$ cat src/rtl/decoder_scan_ctrl.sv
// decoder_scan_ctrl: sequencer for the select (A) and enable (E) inputs of a
// downstream 3-to-8 decoder. Each enabled channel is held for div+1 cycles
// with E=1, followed by one blanking cycle with E=0 and A unchanged.
// Optional feature macro: SCAN_MASK_EN adds the 8-bit channel-skip mask port.
// Without it, all eight channels are scanned in order 0..7.
module decoder_scan_ctrl #(
  parameter int DIV_W = 8
) (
  input  logic             clk,
  input  logic             rst_n,
  input  logic             start,
  input  logic             stop,
  input  logic             mode,
  input  logic [DIV_W-1:0] div,
`ifdef SCAN_MASK_EN
  input  logic [7:0]       mask,
`endif
  output logic [2:0]       A,
  output logic             E,
  output logic             busy,
  output logic             sweep_done
);

  typedef enum logic [1:0] {
    IDLE  = 2'd0,
    DWELL = 2'd1,
    BLANK = 2'd2
  } state_t;

  state_t           state_q, state_d;
  logic [DIV_W-1:0] cnt_q, cnt_d;
  logic             mode_q, mode_d;
  logic [2:0]       a_d;
  logic             e_d, busy_d, done_d;
  // Channel to load when the current BLANK ends, decided on entry to BLANK
  // so that sweep_done can be registered for the BLANK cycle itself.
  logic [2:0]       nxt_a_q, nxt_a_d;
  logic             go_q, go_d;

  logic [7:0]       en_mask;
  logic [3:0]       above;   // {found, channel}: next enabled channel above A
  logic [3:0]       lowest;  // {found, channel}: lowest enabled channel

`ifdef SCAN_MASK_EN
  assign en_mask = mask;
`else
  assign en_mask = 8'hFF;
`endif

  // Lowest set bit of m strictly above cur.
  function automatic logic [3:0] find_above(input logic [7:0] m, input logic [2:0] cur);
    logic [3:0] r;
    r = 4'd0;
    for (int i = 7; i >= 0; i--) begin
      if (m[i] && (i > int'(cur))) r = {1'b1, 3'(i)};
    end
    return r;
  endfunction

  // Lowest set bit of m.
  function automatic logic [3:0] find_lowest(input logic [7:0] m);
    logic [3:0] r;
    r = 4'd0;
    for (int i = 7; i >= 0; i--) begin
      if (m[i]) r = {1'b1, 3'(i)};
    end
    return r;
  endfunction

  assign above  = find_above(en_mask, A);
  assign lowest = find_lowest(en_mask);

  // Next-state and next-output logic; stop overrides every state.
  always_comb begin
    // NOTE: every signal gets a default first so no path leaves it unassigned,
    // which would otherwise infer a latch.
    state_d = state_q;
    cnt_d   = cnt_q;
    mode_d  = mode_q;
    a_d     = A;
    e_d     = E;
    busy_d  = busy;
    done_d  = 1'b0;
    nxt_a_d = nxt_a_q;
    go_d    = go_q;

    if (stop) begin
      state_d = IDLE;
      a_d     = 3'd0;
      e_d     = 1'b0;
      busy_d  = 1'b0;
    end else begin
      case (state_q)
        IDLE: begin
          a_d    = 3'd0;
          e_d    = 1'b0;
          busy_d = 1'b0;
          // An empty mask leaves nothing to scan, so start is ignored.
          if (start && lowest[3]) begin
            mode_d  = mode;
            cnt_d   = div;
            a_d     = lowest[2:0];
            e_d     = 1'b1;
            busy_d  = 1'b1;
            state_d = DWELL;
          end
        end
        DWELL: begin
          if (cnt_q == '0) begin
            state_d = BLANK;
            e_d     = 1'b0;
            done_d  = ~above[3];
            if (above[3]) begin
              go_d    = 1'b1;
              nxt_a_d = above[2:0];
            end else if (!mode_q && lowest[3]) begin
              go_d    = 1'b1;
              nxt_a_d = lowest[2:0];
            end else begin
              go_d    = 1'b0;
              nxt_a_d = 3'd0;
            end
          end else begin
            cnt_d = cnt_q - DIV_W'(1);
          end
        end
        BLANK: begin
          if (go_q) begin
            state_d = DWELL;
            a_d     = nxt_a_q;
            cnt_d   = div;
            e_d     = 1'b1;
          end else begin
            state_d = IDLE;
            a_d     = 3'd0;
            busy_d  = 1'b0;
          end
        end
        default: begin
          state_d = IDLE;
          a_d     = 3'd0;
          e_d     = 1'b0;
          busy_d  = 1'b0;
        end
      endcase
    end
  end

  // State and registered-output update.
  always_ff @(posedge clk or negedge rst_n) begin
    // NOTE: non-blocking assignments so every register samples pre-edge values.
    if (!rst_n) begin
      state_q    <= IDLE;
      cnt_q      <= '0;
      mode_q     <= 1'b0;
      A          <= 3'd0;
      E          <= 1'b0;
      busy       <= 1'b0;
      sweep_done <= 1'b0;
      nxt_a_q    <= 3'd0;
      go_q       <= 1'b0;
    end else begin
      state_q    <= state_d;
      cnt_q      <= cnt_d;
      mode_q     <= mode_d;
      A          <= a_d;
      E          <= e_d;
      busy       <= busy_d;
      sweep_done <= done_d;
      nxt_a_q    <= nxt_a_d;
      go_q       <= go_d;
    end
  end

endmodule

$ cat config.mk
export PLATFORM = sky130hd
export DESIGN_NAME = decoder_scan_ctrl
export DESIGN_NICKNAME = d
export VERILOG_FILES = /design/src/rtl/decoder_scan_ctrl.sv
export SDC_FILE = /design/constraint.sdc
export NUM_CORES = 1
export LEC_CHECK = 0
export ABC_AREA = 1
export ABC_CLOCK_PERIOD_IN_PS = 1600
export CAP_MARGIN = 20
export CORE_ASPECT_RATIO = 0.7
export CORE_MARGIN = 2
export CORE_UTILIZATION = 40
export CTS_CLUSTER_DIAMETER = 150
export DETAILED_ROUTE_END_ITERATION = 16
export SETUP_SLACK_MARGIN = 0.02
export SYNTH_ARGS = -nofsm -noshare
export SYNTH_HDL_FRONTEND = slang
export SYNTH_SLANG_ARGS = --single-unit
$ cat constraint.sdc
create_clock -name clk -period 1.6 [get_ports clk]
set_input_delay 0.16 -clock clk [delete_from_list [all_inputs] [get_ports clk]]
set_output_delay 0.16 -clock clk [all_outputs]
set_load 0.01 [all_outputs]
==> qor.csv <==
stage;metric;value;unit
status;outcome;finished, final reports clean;
synthesis;synth-seq-area-share;40.9;%
floorplan;initial_core_util;41.4;%
power_and_ir_drop;p_per_area;985;nW/um2
floorplan;die_w;71.8;um
clock_tree;tritoncts;done;
worst_hold_path;hold_class;input port to async pin;
synthesis;syn-num-nets;187;
setup_path;end_kind;register;
power_and_ir_drop;ir_drop;0.539;mV
global_route;overflow;0;
sta;worst_pin_slew;0.287;ns
placement;port_buffers;18;
clock_tree;cts-resized-gates;0;
cells_and_area;antenna_cells;0;
floorplan;num_rows;17;
clock_tree;cts.reportedPaths.clkPinSlew;0.08;ns
clock_tree;ctsHoldBuffers;0;
setup_path;path_class;register to register;
synthesis;synth_edf_count;0;
floorplan;core_area;3110;um2
detailed_routing;routedWlPerCell;12.5;um
cells_and_area;nFillCells;305;
synthesis;yosysUniqueCellTypes;28;
cells_and_area;stdcell_count;232;
setup_path;crit_required;1.80;ns
synthesis;ys.flop_type;dfrtp_1;
global_route;antenna_found_initial;0;
floorplan;die-area;3690;um2
detailed_routing;routed_wl;2890;um
global_route;grt_pass1_vias;1089;
clock_tree;clockBufferDepth;2;
sta;hold_viol_final;0;
detailed_routing;drt-initial-drc-count;99;
synthesis;synth.top_cell.area_share;40.9;%
synthesis;synth.most_common_cell;nand2_1;
clock_tree;cts_setup_buffers;0;
sta;clock_skew;0.00528;ns
detailed_routing;num_vias;1144;
setup_path;worst-path-max-fanout;5;
synthesis;netlist_top_cells_count;nand2_1, dfrtp_1, nor2_1;
placement;finalWeightedCongestion;0.889;
setup_path;arrival;1.67;ns
global_route;use_met3;4.54;%
synthesis;async_flop_share;100;%
detailed_routing;firstDrtPassIters;5;
clock_tree;cts_made_buffers;3;
global_route;grt_usage;18.1;%
cells_and_area;drive_gt1_share;17.5;%
cells_and_area;fin_util;50.9;%
run;max_cap_violations;0;
placement;dpl.hpwl;2240;um
clock_tree;h-tree-depth;1;
placement;place_inst;228;
synthesis;ys_warn_count;0;
sta;rsz0062_at_grt;no;
clock_tree;root_buffer;clkbuf_8;
clock_tree;cts_sinks;21;
sta;fmax;682;MHz
sta;relSlewSlack;80.8;%
sta;finalMaxSlewViolations;0;
cells_and_area;area_growth;23.0;%
sta;tns;0;ns
global_route;grtUsageMet1;27.2;%
sta;min_period_over_period;91.7;%
synthesis;syn_area_per_cell;7.57;um2
synthesis;synth_area;1290;um2
clock_tree;clock_latency;0.26;ns
detailed_routing;viasPerCell;4.93;
global_route;grt_max_degree;22;
global_route;grt_pass1_wl;5080;um
cells_and_area;num-nets-final;212;
floorplan;io_pins;19;
sta;finalCriticalPeriod;1.47;ns
detailed_routing;post-route-drc-count;0;
setup_path;ff2ff_path_depth;8;
floorplan;chipHeight;51.4;um
setup_path;startpoint_type;register;
synthesis;yosysTopAreaCell;dfrtp_1;
global_route;grt_use_met2;25.8;%
synthesis;synthTopCellsByArea;dfrtp_1, nand2_1, nor2_1;
detailed_routing;antenna_left;0;
synthesis;postSynthRegisterBits;21;
global_route;busiest_layer;met1;
power_and_ir_drop;leakagePower;0.728;nW
sta;setup_viol;0;
synthesis;syn_inst;170;
per-stage QoR:
stage               hold slack [ns]  worst slack [ns]  power [mW]  area (um2)
finish                        0.238             0.133        1.56        1580
global route                  0.257            0.0245        1.68        1580
CTS                           0.245             0.120        1.56        1570
detailed placement            0.477             0.121        1.21        1530
global placement              0.467             0.166        1.20        1530
floorplan                    -0.136             0.193        1.05        1290
cell families (layout without fill, tap and decap cells):
| kind of cell | Yosys count | after routing | share of synthesized area (%) |
|---|---|---|---|
| xor+xnor | 1 | 1 | 0.681 |
| compound gates | 24 | 24 | 11.0 |
| fa+ha+maj | 4 | 4 | 3.89 |
| mux | 1 | 1 | 0.778 |
| buf+inv | 23 | 47 | 7.88 |
| flops | 21 | 21 | 40.9 |
| simple gates | 96 | 96 | 34.9 |
layer usage:
| metal | share of wire, % | wire length (um) |
|---|---|---|
| met4 | 1.2 | 34 |
| met2 | 39 | 1130 |
| met1 | 53 | 1530 |
| met5 | 0 | 0 |
| met3 | 6.6 | 190 |
critical path, cell delays in order, from the launching register on:
cell      delay, ns
dfrtp_1        0.38
inv_1          0.09
ha_2           0.23
nand2_2        0.09
nor2_4         0.12
nand3_4        0.14
nor2_4         0.18
nand3b_1       0.11
nand2_1        0.07
state kept, by name, summed over array words and instances, names as in the netlist:
name,flops
mode_q,1
busy,1
sweep_done,1
nxt_a_q,3
E,1
state_q,2
cnt_q,8
A,3
go_q,1
power breakdown:
group          internal [mW]  leakage [nW]  total (mW)  switching, mW
clock network          0.177        0.0228       0.351          0.174
logic                  0.197         0.435       0.495          0.298
registers              0.621         0.271       0.712         0.0904
final cells by class:
cell class / count / area [um2] / area share, %
clock buffers: 4 / 45.0 / 2.85
flip-flops and latches: 21 / 526 / 33.2
repair buffers: 21 / 203 / 12.8
multi-input cells: 126 / 671 / 42.4
well taps: 38 / 47.5 / 3.01
inverters: 22 / 90.1 / 5.70
worst paths after layout:
path,start,to,slack (ns)
max,cnt_q[1]$_DFFE_PN0P_,nxt_a_q[2]$_DFFE_PN0P_,0.13
min,rst_n,mode_q$_DFFE_PN0P_,0.24
max reg2reg,cnt_q[1]$_DFFE_PN0P_,nxt_a_q[2]$_DFFE_PN0P_,0.13
min reg2reg,nxt_a_q[0]$_DFFE_PN0P_,nxt_a_q[0]$_DFFE_PN0P_,0.50
max in group asynchronous,rst_n,cnt_q[6]$_DFFE_PN0P_,1.13
min in group clk,mode,mode_q$_DFFE_PN0P_,0.48
cells in the final DEF, fill, tap and decap left out, drive strengths merged:
master	synthesis	layout
buf	1	3
xor2	1	1
o21bai	1	1
dfrtp	21	21
inv	22	22
o21ai	16	16
nand4	1	1
mux2i	1	1
nand2	55	55
nand3	12	12
ha	4	4
o22ai	3	3
nor3	2	2
clkbuf	0	4
nor2	25	25
a21oi	4	4
nand3b	1	1
clkdlybuf4s50	0	18
Power figures use the tool's default switching activity.
